==> config.mk <==
export PLATFORM = sky130hd
export DESIGN_NAME = output_handling_flat
export DESIGN_NICKNAME = d
export VERILOG_FILES = /design/src/rtl/output_handling_if.sv /design/src/rtl/output_handling.sv /design/src/flat_wrapper.sv
export SDC_FILE = /design/constraint.sdc
export NUM_CORES = 1
export LEC_CHECK = 0
export BUFFER_PORTS_ARGS = -buffer_cell sky130_fd_sc_hd__buf_2
export CORE_AREA = 2 2 147 149
export CTS_CLUSTER_DIAMETER = 150
export DETAILED_ROUTE_END_ITERATION = 16
export DIE_AREA = 0 0 149 151
export PLACE_DENSITY = 0.73
export SLEW_MARGIN = 40
export SYNTH_ARGS = -nofsm -noshare
export SYNTH_HDL_FRONTEND = slang
export SYNTH_SLANG_ARGS = --single-unit
==> constraint.sdc <==
create_clock -name clk -period 9.5 [get_ports clk]
set_clock_uncertainty 0.2 [all_clocks]
set_input_delay 1.9 -clock clk [delete_from_list [all_inputs] [get_ports clk]]
set_output_delay 1.9 -clock clk [all_outputs]
set_load 0.02 [all_outputs]
==> src/rtl/output_handling_if.sv <==
// NPU output-stage bus: FIFO drain side and output image RAM write side.
// The design drives this bus through the master modport; the environment uses the slave modport.
interface output_handling_if #(
  parameter int unsigned AW = 16
) ();
  logic          output_fifo_empty;
  logic [31:0]   output_fifo_data;
  logic          output_fifo_read_enable;
  logic [AW-1:0] output_ram_addr;
  logic [63:0]   output_ram_data;
  logic [7:0]    output_ram_byte_enable;

  modport master (
    input  output_fifo_empty,
    input  output_fifo_data,
    output output_fifo_read_enable,
    output output_ram_addr,
    output output_ram_data,
    output output_ram_byte_enable
  );

  modport slave (
    output output_fifo_empty,
    output output_fifo_data,
    input  output_fifo_read_enable,
    input  output_ram_addr,
    input  output_ram_data,
    input  output_ram_byte_enable
  );
endinterface

==> src/rtl/output_handling.sv <==
// Drains NPU results, clamps them to bytes and packs them into 64-bit output RAM words.
// Optional OUTPUT_ABS_EN: map each result to min(|result|, 255) instead of clamping to [0,255].
module output_handling #(
  parameter int unsigned IMG_W     = 640,
  parameter int unsigned COL_FIRST = 1,
  parameter int unsigned COL_LAST  = 638,
  parameter int unsigned ROW_FIRST = 1,
  parameter int unsigned ROW_LAST  = 478,
  parameter int unsigned AW        = 16
) (
  input  logic                clk,
  input  logic                reset,
  output_handling_if.master   bus,
  output logic                frame_done
);

  localparam int unsigned TOTAL = (ROW_LAST - ROW_FIRST + 1) * (COL_LAST - COL_FIRST + 1);
  localparam int unsigned CNT_W = $clog2(TOTAL + 1);
  localparam int unsigned ROW_W = $clog2(ROW_LAST + 2);
  localparam int unsigned COL_W = $clog2(COL_LAST + 1);
  localparam int unsigned PA_W  = AW + 3;

  typedef enum logic [1:0] {
    RUN   = 2'd0,
    FLUSH = 2'd1,
    DONE  = 2'd2
  } state_e;

  state_e            state_q, state_d;
  logic [ROW_W-1:0]  row_q, row_d;
  logic [COL_W-1:0]  col_q, col_d;
  logic [CNT_W-1:0]  reads_q, reads_d;
  logic [CNT_W-1:0]  pix_cnt_q, pix_cnt_d;
  logic              pix_valid_q, pix_valid_d;
  logic [63:0]       buf_data_q, buf_data_d;
  logic [7:0]        buf_mask_q, buf_mask_d;
  logic [AW-1:0]     buf_word_q, buf_word_d;
  logic [AW-1:0]     ram_addr_q, ram_addr_d;
  logic [63:0]       ram_data_q, ram_data_d;
  logic [7:0]        ram_be_q, ram_be_d;
  logic              frame_done_q, frame_done_d;

  logic              rd_en_c;
  logic [PA_W-1:0]   pix_addr;
  logic [AW-1:0]     pix_word;
  logic [2:0]        pix_lane;
  logic [7:0]        pix_byte;

  // Linear pixel address of the current (row, col) position.
  always_comb begin
    pix_addr = PA_W'(row_q) * PA_W'(IMG_W) + PA_W'(col_q);
    pix_word = pix_addr[PA_W-1:3];
    pix_lane = pix_addr[2:0];
  end

`ifdef OUTPUT_ABS_EN
  logic [31:0] mag;

  // Magnitude saturated to a byte; -2^31 stays 0x80000000 and therefore saturates.
  always_comb begin
    mag      = bus.output_fifo_data[31] ? 32'(~bus.output_fifo_data + 32'd1)
                                        : bus.output_fifo_data;
    pix_byte = (|mag[31:8]) ? 8'hFF : mag[7:0];
  end
`else
  // Signed clamp to [0,255].
  always_comb begin
    if (bus.output_fifo_data[31]) begin
      pix_byte = 8'h00;
    end else if (|bus.output_fifo_data[30:8]) begin
      pix_byte = 8'hFF;
    end else begin
      pix_byte = bus.output_fifo_data[7:0];
    end
  end
`endif

  // Next-state, position tracking, packing buffer and emit decisions.
  always_comb begin
    state_d      = state_q;
    row_d        = row_q;
    col_d        = col_q;
    reads_d      = reads_q;
    pix_cnt_d    = pix_cnt_q;
    buf_data_d   = buf_data_q;
    buf_mask_d   = buf_mask_q;
    buf_word_d   = buf_word_q;
    ram_addr_d   = ram_addr_q;
    ram_data_d   = ram_data_q;
    ram_be_d     = 8'h00;
    frame_done_d = frame_done_q;

    rd_en_c     = (state_q == RUN) && !bus.output_fifo_empty && (reads_q < CNT_W'(TOTAL));
    pix_valid_d = rd_en_c;
    if (rd_en_c) begin
      reads_d = reads_q + CNT_W'(1);
    end

    case (state_q)
      RUN: begin
        if (pix_valid_q) begin
          // A pixel in a different word pushes the old buffer out on this edge.
          if ((buf_mask_q != 8'h00) && (pix_word != buf_word_q)) begin
            ram_addr_d = buf_word_q;
            ram_data_d = buf_data_q;
            ram_be_d   = buf_mask_q;
            buf_data_d = 64'h0;
            buf_mask_d = 8'h00;
          end
          buf_word_d                           = pix_word;
          buf_data_d[{pix_lane, 3'b000} +: 8]  = pix_byte;
          buf_mask_d[pix_lane]                 = 1'b1;

          if (col_q == COL_W'(COL_LAST)) begin
            col_d = COL_W'(COL_FIRST);
            row_d = row_q + ROW_W'(1);
          end else begin
            col_d = col_q + COL_W'(1);
          end

          pix_cnt_d = pix_cnt_q + CNT_W'(1);
          if (pix_cnt_q == CNT_W'(TOTAL - 1)) begin
            state_d = FLUSH;
          end
        end
      end
      FLUSH: begin
        if (buf_mask_q != 8'h00) begin
          ram_addr_d = buf_word_q;
          ram_data_d = buf_data_q;
          ram_be_d   = buf_mask_q;
        end
        buf_data_d = 64'h0;
        buf_mask_d = 8'h00;
        state_d    = DONE;
      end
      DONE: begin
        frame_done_d = 1'b1;
      end
      default: begin
        state_d = RUN;
      end
    endcase
  end

  always_ff @(posedge clk or posedge reset) begin
    if (reset) begin
      state_q      <= RUN;
      row_q        <= ROW_W'(ROW_FIRST);
      col_q        <= COL_W'(COL_FIRST);
      reads_q      <= '0;
      pix_cnt_q    <= '0;
      pix_valid_q  <= 1'b0;
      buf_data_q   <= 64'h0;
      buf_mask_q   <= 8'h00;
      buf_word_q   <= '0;
      ram_addr_q   <= '0;
      ram_data_q   <= 64'h0;
      ram_be_q     <= 8'h00;
      frame_done_q <= 1'b0;
    end else begin
      state_q      <= state_d;
      row_q        <= row_d;
      col_q        <= col_d;
      reads_q      <= reads_d;
      pix_cnt_q    <= pix_cnt_d;
      pix_valid_q  <= pix_valid_d;
      buf_data_q   <= buf_data_d;
      buf_mask_q   <= buf_mask_d;
      buf_word_q   <= buf_word_d;
      ram_addr_q   <= ram_addr_d;
      ram_data_q   <= ram_data_d;
      ram_be_q     <= ram_be_d;
      frame_done_q <= frame_done_d;
    end
  end

  assign bus.output_fifo_read_enable = rd_en_c;
  assign bus.output_ram_addr         = ram_addr_q;
  assign bus.output_ram_data         = ram_data_q;
  assign bus.output_ram_byte_enable  = ram_be_q;
  assign frame_done                  = frame_done_q;

endmodule

==> src/flat_wrapper.sv <==
// flat-port wrapper written by rule: the top's interface ports become plain ports
module output_handling_flat 
#(
  parameter int unsigned IMG_W     = 640,
  parameter int unsigned COL_FIRST = 1,
  parameter int unsigned COL_LAST  = 638,
  parameter int unsigned ROW_FIRST = 1,
  parameter int unsigned ROW_LAST  = 478,
  parameter int unsigned AW        = 16
)
  (clk, reset, frame_done, bus_output_fifo_empty, bus_output_fifo_data, bus_output_fifo_read_enable, bus_output_ram_addr, bus_output_ram_data, bus_output_ram_byte_enable);
  output_handling_if #(.AW(AW)) bus_i ();
  input  logic clk;
  input  logic reset;
  output logic frame_done;
  input wire logic [$bits(bus_i.output_fifo_empty)-1:0] bus_output_fifo_empty;
  input wire logic [$bits(bus_i.output_fifo_data)-1:0] bus_output_fifo_data;
  output wire logic [$bits(bus_i.output_fifo_read_enable)-1:0] bus_output_fifo_read_enable;
  output wire logic [$bits(bus_i.output_ram_addr)-1:0] bus_output_ram_addr;
  output wire logic [$bits(bus_i.output_ram_data)-1:0] bus_output_ram_data;
  output wire logic [$bits(bus_i.output_ram_byte_enable)-1:0] bus_output_ram_byte_enable;
  assign bus_i.output_fifo_empty = bus_output_fifo_empty;
  assign bus_i.output_fifo_data = bus_output_fifo_data;
  assign bus_output_fifo_read_enable = bus_i.output_fifo_read_enable;
  assign bus_output_ram_addr = bus_i.output_ram_addr;
  assign bus_output_ram_data = bus_i.output_ram_data;
  assign bus_output_ram_byte_enable = bus_i.output_ram_byte_enable;
  output_handling #(.IMG_W(IMG_W), .COL_FIRST(COL_FIRST), .COL_LAST(COL_LAST), .ROW_FIRST(ROW_FIRST), .ROW_LAST(ROW_LAST), .AW(AW)) u_core (.clk(clk), .reset(reset), .bus(bus_i), .frame_done(frame_done));
endmodule
**Yosys cells after proc, flatten, opt, wreduce, memory -nomap -nowiden**

Cells that the tools add are included.

- Add/sub/neg operators: 6
- Multiply operators: 1
- Divide/modulo/power cells: 0
- Magnitude comparators: 3
- Equality and inequality tests: 9
- Shift operators: 2
- Mux-type cells: 31
- Bitwise gates (word level): 2
- Reductions and logical operators: 14

Operators with widths:

| cell | count |
|---|---|
| $mux W64 | 7 |
| $pmux W64 S2 | 2 |
| $mux W8 | 9 |
| $bwmux W64 | 1 |
| $shift A8 B8 Y64 const A | 1 |
| $shiftx A8 B8 Y64 | 1 |
| $mux W16 | 3 |
| $add A19 B1 Y19 const B | 2 |
| $pmux W16 S2 | 1 |
| $pmux W8 S2 | 2 |
| $reduce_or A23 Y1 | 1 |
| $add A19 B10 Y19 | 1 |
| $eq A19 B19 Y1 const B | 1 |
| $lt A19 B19 Y1 const B | 1 |
| $ne A16 B16 Y1 | 1 |
| $mul A9 B3 Y12 const B | 1 |
| $add A10 B1 Y10 const B | 1 |
| $eq A10 B10 Y1 const B | 1 |
| $mux W10 | 1 |
| $add A9 B1 Y9 const B | 1 |
| $neg A6 Y8 | 1 |
| $or A8 B8 Y8 | 1 |
| $reduce_bool A8 Y1 | 1 |
| $pmux W2 S3 | 1 |
| other kinds (17) | 25 |

- Register bits: 237
- Bits in latches: 0
- Memory bits (writable): 0
- ROM bits: 0
- Input port bits: 35
- Output and inout bits: 90
- Logic and storage cells: 81
- Memories kept: 0

**Logic depth before layout (Yosys ltp)**

Gate-level depths: netlist (run 1).

- Word-level depth: 10
- Depth in mapped cells: 16
- Gate-level depth less buffers: 14

**Worst setup path after synthesis (run 1)**

OpenSTA, ideal clock, no wires.

- Kind: input -> output
- Start point: input bus_output_fifo_empty
- End point: output bus_output_fifo_read_enable
- Arrival time: 2454 ps
- Required time: 7400 ps
- Path slack: 4946 ps
- Stages on the path: 1
- Path buffers: 0
- Path through: a2111oi_4

- Longest elaborated chain between the ends: 3

Ends and longest elaborated chain:

| element | line | RTL |
|---|---|---|
| start, declared | flat_wrapper.sv:16 | `input wire logic [$bits(bus_i.output_fifo_empty)-1:0] bus_output_fifo_empty;` |
| $logic_not A1 Y1 | output_handling.sv:93 | `rd_en_c = (state_q == RUN) && !bus.output_fifo_empty && (reads_q < CNT_W'(TOTAL));` |
| $logic_and A1 B1 Y1 (2 in a row) | output_handling.sv:93 |  |
| end, declared | flat_wrapper.sv:18 | `output wire logic [$bits(bus_i.output_fifo_read_enable)-1:0] bus_output_fifo_read_enable;` |

No other way between the ends.

**Final worst setup path (run 1)**

- Start point: register u_core.reads_q[2]
- End point: output bus_output_fifo_read_enable

- Longest elaborated chain between the ends: 2

Ends and longest elaborated chain:

| element | line | RTL |
|---|---|---|
| start, declared | output_handling.sv:32 | `logic [CNT_W-1:0] reads_q, reads_d;` |
| start signal, assigned | output_handling.sv:165 | `reads_q <= reads_d;` |
| $lt A19 B19 Y1 | output_handling.sv:93 |  |
| $logic_and A1 B1 Y1 | output_handling.sv:93 |  |

No other way between the ends.

==> flow_metrics.py, run 1 <==
metrics = {
    "outcome": {
        "status": "finished clean",
    },
    "grt": {
        "grt_max_degree": 104,
        "first_global_vias": 7203,
        "antenna_found_initial": 0,
        "grt-ovfl-total": 0,
        "grtUsageTotal_pct": 20.56,
        "grt_pass1_wl_um": 37110,
    },
    "timing": {
        "period_needed_ns": 5.058,
        "drv_slew": 0,
        "fin_setup_tns_ns": 0,
        "tightest_slew_ns": 0.8176,
        "finalCritPeriodShare_pct": 53.25,
        "finalSetupViolCount": 0,
        "slew_headroom_pct": 45.29,
        "finalHoldViolCount": 0,
        "fmax_mhz": 197.7,
        "rsz0062_at_grt": "no",
        "setup_slack_ns": 4.442,
        "hold_ws_ns": 0.2672,
    },
    "floorplan": {
        "pin_count": 125,
        "coreArea_mm2": 0.02082,
        "die_w_um": 149,
        "rows": 53,
        "start_util_pct": 52.60,
        "die_y_um": 151,
        "die_area_mm2": 0.02250,
    },
    "synthesis": {
        "ys.flop_type": "dfrtp_1",
        "synthTopCellsByCount": "dfrtp_1 (235), nand2_1 (195), mux2_2 (68), nor2_1 (67), mux2i_1 (64)",
        "synth_top_area_cell": "dfrtp_1",
        "synth_most_common_cell": "dfrtp_1",
        "avgSynthCellArea_um2": 11.30,
        "yosys_warnings": 0,
        "netlist_area_mm2": 0.01095,
        "yosysSeqAreaShare_pct": 54.18,
        "ys_ff_latch": 237,
        "synth_area_leaders": "dfrtp_1 (54%), mux2_2 (7.0%), nand2_1 (6.7%), mux2i_1 (5.8%), xnor2_1 (4.4%)",
        "async_reset_ff_share_pct": 100.0,
        "synth-edff-count": 0,
        "syn_inst": 969,
        "synth_top_area_share_pct": 53.70,
        "synth_cell_types": 61,
        "syn_nets": 1030,
    },
    "flow_run": {
        "maxCapViolCount": 0,
    },
    "routing": {
        "wire_per_inst_um": 16.60,
        "routed_wl_um": 22960,
        "avgViaCountPerCell": 5.369,
        "drt_first_iter_violations": 412,
        "first_pass_iters": 5,
        "drt.antenna.violating_nets": 0,
        "drc": 0,
        "num_vias": 7425,
    },
    "placed_design": {
        "post_dp_cell_area_mm2": 0.01180,
        "dpl.hpwl_um": 15500,
        "port_buffers": 124,
        "place.gp.congestion": 0.7880,
        "post-place-ws_ns": 4.543,
    },
    "clock_network": {
        "root_buffer": "clkbuf_16",
        "clock-sinks": 237,
        "cts_tree": "done",
        "h-tree-depth": 1,
        "postCtsSetupRepairBufs": 0,
        "cts_made_buffers": 25,
        "clkTransAtPathRegs_ns": 0.05,
        "cts.path.max_buffers": 3,
        "worstSkewPairLatency_ns": 0.52,
        "ctsHoldBuffers": 0,
        "cts_resized": 0,
    },
    "setup_path": {
        "start_kind": "register",
        "cp_max_fo": 10,
        "end_kind": "output pin",
        "critPathRequiredTime_ns": 7.40,
        "worst-setup-path-type": "register to output pin",
        "cp.arrival_ns": 2.96,
    },
    "power_and_ir_drop": {
        "finalPower_mw": 3.349,
        "leakage_nw": 6.347,
        "power.density_mw_per_mm2": 266.9,
        "ir_drop_v": 0.0001551,
    },
    "layout": {
        "syn2layout_area_growth_pct": 14.54,
        "design_area_mm2": 0.01254,
        "n_antenna_cell": 0,
        "layout.nets": 1154,
        "drive_gt1_share_pct": 23.56,
    },
    "hold_path": {
        "hp-class": "register to register",
    },
}
==> logic make-up (layout without fill, tap and decap cells) <==
| family | count (synthesis) | in the layout | share of synthesized area (%) |
|---|---|---|---|
| buffers and inverters | 58 | 197 | 2.628 |
| XOR/XNOR | 77 | 77 | 6.421 |
| multiplexers | 147 | 147 | 14.38 |
| adder cells (fa/ha/maj) | 26 | 26 | 3.108 |
| flip-flops | 237 | 237 | 54.18 |
| AO/OA/AOI/OAI | 65 | 65 | 4.616 |
| AND/OR/NAND/NOR | 359 | 359 | 14.67 |
==> worst paths after layout <==
kind                                                  start                                          to  slack, ns  cells past startpoint
max                           u_core.reads_q[2]$_DFFE_PP0P_                 bus_output_fifo_read_enable       4.44                      7
max reg2reg                     u_core.row_q[1]$_DFFE_PP0P_   u_core.bus.output_ram_addr[3]$_DFFE_PP0P_       4.51                     15
min in group asynchronous                             reset  u_core.bus.output_ram_data[50]$_DFFE_PP0P_       1.33                      2
min reg2reg                u_core.pix_cnt_q[10]$_DFFE_PP0P_            u_core.pix_cnt_q[10]$_DFFE_PP0P_       0.27                      1
min                        u_core.pix_cnt_q[10]$_DFFE_PP0P_            u_core.pix_cnt_q[10]$_DFFE_PP0P_       0.27                      1
max in group asynchronous                             reset              u_core.reads_q[10]$_DFFE_PP0P_       6.66                      3
==> cells in the final DEF (no fill, tap or decap), drive strengths merged, types with 2 or more instances in the layout <==
cell / Yosys / routed
xor2: 20 / 20
nand3: 19 / 19
o22ai: 2 / 2
and2: 3 / 3
xnor2: 55 / 55
clkbuf: 17 / 38
nor2: 67 / 67
inv: 25 / 26
dfrtp: 235 / 235
clkinv: 0 / 2
a21oi: 4 / 4
mux2: 83 / 83
nor4b: 5 / 5
ha: 24 / 24
fa: 2 / 2
a21o: 5 / 5
a211oi: 2 / 2
nor4: 9 / 9
a21boi: 3 / 3
nor2b: 5 / 5
o2111ai: 3 / 3
buf: 16 / 130
a32o: 4 / 4
mux2i: 64 / 64
dfstp: 2 / 2
nand2b: 7 / 7
a22o: 2 / 2
nand2: 195 / 195
nor3: 7 / 7
nand4: 19 / 19
or2: 2 / 2
and4: 2 / 2
or3: 4 / 4
o21ai: 26 / 26
a31oi: 5 / 5
and3: 12 / 12
==> per-layer routing <==
layer	GRT usage (%)	up-vias	wire, um
met5	0	-	0
met4	4.810	0	361
met3	3.012	29	1131
met2	34.12	167	11060
met1	28.88	3674	10410
li1	-	3555	-
==> critical path, cell delays in order (launching register included) <==
cell and delay (ns):
dfrtp_1 0.42, o41a_1 0.43, o2111ai_1 0.23, a31oi_1 0.12, o21ai_1 0.17, nand2_1 0.12
a2111oi_4 0.67, buf_2 0.28
==> report_power, final <==
group	leakage, nW	switching, mW	internal [mW]	total (mW)
sequential	3.21	0.169	1.25	1.42
combinational	2.79	0.604	0.437	1.04
clock	0.354	0.382	0.509	0.891
total	6.35	1.16	2.19	3.35
==> flip-flops by register name, summed over array words and instances (netlist names), 8 cells and up <==
signal / count
u_core.buf_data_q: 64
u_core.buf_mask_q: 8
u_core.buf_word_q: 16
u_core.bus.output_ram_addr: 16
u_core.bus.output_ram_byte_enable: 8
u_core.bus.output_ram_data: 64
u_core.col_q: 10
u_core.pix_cnt_q: 19
u_core.reads_q: 19
u_core.row_q: 9
==> through the flow <==
step | util [%] | instances
final | 60.25 | 1383
after global routing | 60.25 | 1383
after CTS | 60.19 | 1383
after detailed placement | 56.66 | 1341
after global placement | 56.56 | 1341
after floorplan | - | 969
==> area by class of cell <==
class	instances	area, um2
Timing Repair Buffer	130	676.9
Clock inverter	4	30.03
Inverter	25	101.3
Sequential cell	237	5933
Fill cell	1722	8278
Multi-Input combinational cell	674	4755
Clock buffer	38	704.4
Tap cell	275	344.1
Note: power is estimated with default switching activity, not from simulation.
==> inputs of run 2 (changes only) <==
Settings changed: ABC_AREA set to 1, CORE_AREA 2 2 147 149 to 2 2 152 154, DIE_AREA 0 0 149 151 to 0 0 154 156, PLACE_DENSITY 0.73 to 0.75.
Clock period 9.5 ns to 4.13 ns, I/O delays scaled along.
==> flow_metrics.py, run 2 <==
metrics = {
    "routing": {
        "drc": 0,
        "avgViaCountPerCell": 5.466,
        "num_vias": 10199,
        "routed_wl_um": 29320,
        "first_pass_iters": 5,
        "drt_first_iter_violations": 802,
        "drt.antenna.violating_nets": 0,
        "wire_per_inst_um": 15.71,
    },
    "synthesis": {
        "async_reset_ff_share_pct": 100.0,
        "syn_inst": 1429,
        "synth_top_area_cell": "dfrtp_1",
        "synth_area_leaders": "dfrtp_1 (50%), nand2_1 (15%), nand3_1 (5.8%), nor2_1 (4.7%), nand4_1 (4.3%)",
        "yosysSeqAreaShare_pct": 50.61,
        "yosys_warnings": 0,
        "ys_ff_latch": 237,
        "ys.flop_type": "dfrtp_1",
        "synth-edff-count": 0,
        "synthTopCellsByCount": "nand2_1 (479), dfrtp_1 (235), nor2_1 (147), nand3_1 (137), inv_1 (101)",
        "avgSynthCellArea_um2": 8.203,
        "synth_cell_types": 40,
        "netlist_area_mm2": 0.01172,
        "synth_top_area_share_pct": 50.17,
        "synth_most_common_cell": "nand2_1",
        "syn_nets": 1490,
    },
    "grt": {
        "first_global_vias": 9628,
        "groute.layer.met1.usage_pct": 31.61,
        "grtUsageTotal_pct": 22.97,
        "met3_usage_pct": 2.833,
        "grt-ovfl-total": 0,
        "grt_max_degree": 82,
        "use_met2_pct": 38.65,
        "antenna_found_initial": 1,
        "grt_pass1_wl_um": 46190,
        "busiest_layer": "met2",
    },
    "layout": {
        "syn2layout_area_growth_pct": 16.74,
        "final_util_pct": 61.19,
        "fill_cells": 1922,
        "drive_gt1_share_pct": 14.68,
        "design_area_mm2": 0.01368,
        "layout.nets": 1625,
        "layout_common_cells": "nand2_1 (479), dfrtp_1 (234), nor2_1 (145)",
        "layout_commonest_cell": "nand2_1",
    },
    "timing": {
        "drv_slew": 0,
        "setup_slack_ns": 0.2284,
        "rsz0062_at_grt": "no",
        "finalSetupViolCount": 0,
        "tightest_slew_ns": 1.219,
        "hold_ws_ns": 0.01617,
        "fmax_mhz": 256.3,
        "slew_headroom_pct": 18.02,
        "finalCritPeriodShare_pct": 94.47,
        "period_needed_ns": 3.902,
        "finalHoldViolCount": 0,
    },
    "floorplan": {
        "die_y_um": 156,
        "die_w_um": 154,
        "start_util_pct": 52.41,
        "coreArea_mm2": 0.02237,
        "rows": 55,
        "pin_count": 125,
        "die_area_mm2": 0.02402,
    },
    "clock_network": {
        "cts_made_buffers": 25,
        "clock-sinks": 237,
        "root_buffer": "clkbuf_16",
        "cts.path.max_buffers": 3,
        "h-tree-depth": 1,
        "ctsHoldBuffers": 0,
        "clkTransAtPathRegs_ns": 0.07,
        "worstSkewPairLatency_ns": 0.51,
        "cts_tree": "done",
    },
    "setup_path": {
        "r2r-start": "u_core.state_q[1]$_DFFE_PP0P_",
        "end_kind": "register",
        "critPathRequiredTime_ns": 4.38,
        "start_kind": "register",
        "worst-setup-path-type": "register to register",
        "cp.arrival_ns": 4.15,
        "cp_max_fo": 34,
        "cp-startpoint": "u_core.state_q[1]$_DFFE_PP0P_",
    },
    "placed_design": {
        "post-place-ws_ns": 0.1697,
        "post_dp_cell_area_mm2": 0.01268,
        "dpl.hpwl_um": 19150,
        "port_buffers": 124,
        "place.gp.congestion": 0.9207,
    },
    "hold_path": {
        "hp-class": "input port to asynchronous set/reset pin",
    },
    "power_and_ir_drop": {
        "power.density_mw_per_mm2": 656.5,
        "leakage_nw": 7.458,
        "ir_drop_v": 0.0004186,
        "finalPower_mw": 8.983,
    },
    "flow_run": {
        "maxCapViolCount": 0,
    },
    "outcome": {
        "status": "finished clean",
    },
}
==> run 2: cell types whose count changed in the layout (fill, tap and decap cells not counted), moves of 64 or more <==
cell	change
mux2i_1	-64
inv_1	+76
nor2_1	+84
nand3_1	+110
mux2_2	-68
nand2_1	+284
==> run 2: per-layer routing <==
layer	vias to the layer above	part of all wire (%)
met5	-	0
met4	0	2.4
met3	49	5.2
met2	287	48
met1	4910	44
li1	4953	-
==> run 2: cell type report <==
type | count | area, um2 | share of cell area (%)
diodes | 1 | 2.502 | 0.01829
clock buffers | 32 | 711.9 | 5.203
clock inverters | 11 | 117.6 | 0.8595
inverters | 105 | 397.9 | 2.908
multi-input cells | 1045 | 5220 | 38.15
flip-flops and latches | 237 | 5934 | 43.37
well taps | 285 | 356.6 | 2.606
repair buffers | 150 | 943.4 | 6.894
==> run 2: repair_timing <==
item                                    in CTS  in global routing
setup buffers                                0                  1
gates resized for setup                      0                 15
endpoints found under the setup margin       0                144
==> run 2: cell families after synthesis <==
family / synth area share, %
AOI/OAI and AO/OA: 2.700
adders and majority gates: 2.903
and+or+nand+nor: 34.10
buffers and inverters: 6.095
DFF: 50.61
xor gates and xnor gates: 3.586
==> run 2: power breakdown <==
part | switching, mW | leakage (nW) | internal (mW)
Sequential | 0.439 | 3.21 | 2.91
Combinational | 2.34 | 3.84 | 1.03
Clock | 0.917 | 0.410 | 1.34
Total | 3.70 | 7.46 | 5.28
==> run 2: worst max-delay path: stages (launching register included) <==
cell and delay, ns:
dfrtp_1 0.43, nor2_2 0.38, inv_1 0.16, nor2_2 0.14, inv_2 0.20, nand2_1 0.51, inv_1 0.33, a31oi_4 0.75
buf_4 0.45, nand3_1 0.16, nand2_1 0.11
==> run 2: per-stage QoR <==
stage,std cells,setup TNS (ns)
after floorplan,1429,-0.05442
after global placement,1813,0
after detailed placement,1815,0
after CTS,1858,0
after global routing,1865,0
final,1866,0
==> run 2: final timing paths <==
check	end	slack [ns]	depth (start not counted)
min	u_core.bus.output_ram_data[58]$_DFFE_PP0P_	0.02	2
max reg2reg	u_core.bus.output_ram_data[34]$_DFFE_PP0P_	0.23	10
min reg2reg	u_core.bus.output_ram_data[28]$_DFFE_PP0P_	0.27	2
min in group clk	u_core.bus.output_ram_data[28]$_DFFE_PP0P_	0.27	2
max in group asynchronous	u_core.row_q[0]$_DFFE_PP1P_	2.75	5
max	u_core.bus.output_ram_data[34]$_DFFE_PP0P_	0.23	10
==> inputs of run 3 (changes only) <==
Settings changed: BUFFER_PORTS_ARGS -buffer_cell sky130_fd_sc_hd__buf_2 to -buffer_cell sky130_fd_sc_hd__buf_4, GPL_TIMING_DRIVEN set to 0.
==> flow_metrics.py, run 3 (synthesis results as in run 2) <==
metrics = {
    "outcome": {
        "status": "finished clean",
    },
    "setup_path": {
        "start_kind": "register",
        "crit_path_max_incr_delay_ns": 0.46,
        "crit_chain": "ha_1 -> ha_1 -> inv_1 -> fa_1 -> inv_1 -> nand3_2 -> nor2_1 -> nand3_2 -> nor2_2 -> nand3_1 -> nand3_1 -> nand2_1 -> nor2_2 -> nand3_4 -> nand2_4 -> nand2_4 -> nand2_8 -> buf_8 -> nand2_1 -> nand2_1",
        "cpMaxStageDelayCell": "dfrtp_1",
        "cp_max_fo": 10,
        "critPathRequiredTime_ns": 4.38,
        "cp.arrival_ns": 4.12,
        "end_kind": "register",
        "cpMostUsedCell": "nand2_1",
        "worst-setup-path-type": "register to register",
    },
    "power_and_ir_drop": {
        "finalPower_mw": 9.246,
        "leakage_nw": 7.579,
        "ir_drop_v": 0.0004355,
        "power.density_mw_per_mm2": 649.0,
    },
    "routing": {
        "drc": 0,
        "first_pass_iters": 5,
        "routed_wl_um": 28880,
        "wire_per_inst_um": 15.26,
        "num_vias": 10119,
        "drt.antenna.violating_nets": 0,
        "avgViaCountPerCell": 5.345,
        "drt_first_iter_violations": 894,
    },
    "floorplan": {
        "coreArea_mm2": 0.02237,
        "die_area_mm2": 0.02402,
        "die_y_um": 156,
        "rows": 55,
        "start_util_pct": 52.41,
        "pin_count": 125,
        "die_w_um": 154,
    },
    "grt": {
        "grt-ovfl-total": 0,
        "grtUsageTotal_pct": 23.95,
        "antenna_found_initial": 0,
        "grt_pass1_wl_um": 47510,
        "grt_max_degree": 27,
        "first_global_vias": 9759,
    },
    "clock_network": {
        "h-tree-depth": 1,
        "clock-sinks": 237,
        "postCtsSetupRepairBufs": 0,
        "worstSkewPairLatency_ns": 0.51,
        "cts.path.max_buffers": 3,
        "cts_tree": "done",
        "cts_made_buffers": 25,
        "clkTransAtPathRegs_ns": 0.06,
        "root_buffer": "clkbuf_16",
    },
    "timing": {
        "finalHoldViolCount": 0,
        "fmax_mhz": 258.0,
        "tightest_slew_ns": 0.8031,
        "finalCritPeriodShare_pct": 93.84,
        "finalSetupViolCount": 0,
        "rsz0062_at_grt": "no",
        "fin_setup_tns_ns": 0,
        "setup_slack_ns": 0.2542,
        "drv_slew": 0,
        "slew_headroom_pct": 46.10,
        "period_needed_ns": 3.876,
    },
    "flow_run": {
        "maxCapViolCount": 0,
    },
    "placed_design": {
        "dp.cells": 1849,
        "place.gp.congestion": 0.8888,
        "post-place-ws_ns": 0.2757,
        "port_buffers": 124,
        "dpl.hpwl_um": 20840,
        "post_dp_cell_area_mm2": 0.01332,
    },
    "hold_path": {
        "hp-class": "input port to asynchronous set/reset pin",
    },
    "layout": {
        "fill_cells": 1890,
        "layout_commonest_cell": "nand2_1",
        "n_antenna_cell": 0,
        "drive_gt1_share_pct": 14.49,
        "design_area_mm2": 0.01425,
        "syn2layout_area_growth_pct": 21.53,
        "layout_common_cells": "nand2_1 (479), dfrtp_1 (235), nor2_1 (147)",
        "layout.nets": 1652,
        "layout.cells.non_filler": 1893,
    },
}
## run 3: cell types whose count changed in the layout (fill, tap and decap cells not counted), sizes merged
cell    change
a31oi       -1
buf        +13
bufinv      +4
clkbuf     +19
clkinv      -1
diode       -1
inv         -2
nand2       -3
nand3       -1
## run 3: worst paths after layout
| path | startpoint | slack (ns) | cells after the start | end |
|---|---|---|---|---|
| setup / recovery | u_core.row_q[1]$_DFFE_PP0P_ | 0.25 | 20 | u_core.bus.output_ram_data[60]$_DFFE_PP0P_ |
| hold / removal | reset | 0.09 | 2 | u_core.bus.output_ram_data[1]$_DFFE_PP0P_ |
| setup reg to reg | u_core.row_q[1]$_DFFE_PP0P_ | 0.25 | 20 | u_core.bus.output_ram_data[60]$_DFFE_PP0P_ |
| hold reg to reg | u_core.bus.output_ram_data[31]$_DFFE_PP0P_ | 0.27 | 2 | u_core.bus.output_ram_data[31]$_DFFE_PP0P_ |
| max in group asynchronous | reset | 2.55 | 6 | u_core.col_q[0]$_DFFE_PP1P_ |
| min in group clk | u_core.bus.output_ram_data[31]$_DFFE_PP0P_ | 0.27 | 2 | u_core.bus.output_ram_data[31]$_DFFE_PP0P_ |
## run 3: metrics by stage
| step | hold slack (ns) | util (%) |
|---|---|---|
| 2_1_floorplan | 0.2626 | - |
| 3_3_place_gp | 0.2553 | 58.19 |
| 3_5_place_dp | 0.2595 | 59.56 |
| 4_1_cts | 0.08883 | 63.64 |
| 5_1_grt | 0.1122 | 63.70 |
| 6_report | 0.09221 | 63.70 |
## run 3: critical path: cells and delay by family, from the launching register on
| kind | cells | cell delay [ns] |
|---|---|---|
| simple gates | 14 | 1.80 |
| buf+inv | 3 | 0.34 |
| fa+ha+maj | 3 | 1.00 |
| flops | 1 | 0.46 |
## run 3: per-layer routing
layer  GRT usage [%]  wire [um]  vias to the layer above
met1           32.28      12670                     4816
met4           8.278        725                        0
met3           2.667       1400                       51
met2           40.59      14090                      255
li1                -          -                     4997
met5               0          0                        -
## run 3: final cells by class
cell class	instances	area, um2	area share (%)
sequential	237	5933	41.65
buffer	47	320.3	2.248
multi-input combinational	1040	5116	35.91
clock inverter	12	219.0	1.537
tap	285	356.6	2.503
timing repair buffer	135	1211	8.502
inverter	105	397.9	2.793
clock buffer	32	691.9	4.857
## run 3: report_power, final
group	internal [mW]	total (mW)	switching, mW
Combinational	1.22	3.42	2.20
Clock	1.55	2.47	0.919
Sequential	2.91	3.36	0.444
## run 3: what timing repair did
item | in CTS | in global routing
hold buffers | 0 | 0
resized for setup | 0 | 1
endpoints found under the setup margin | 0 | 3
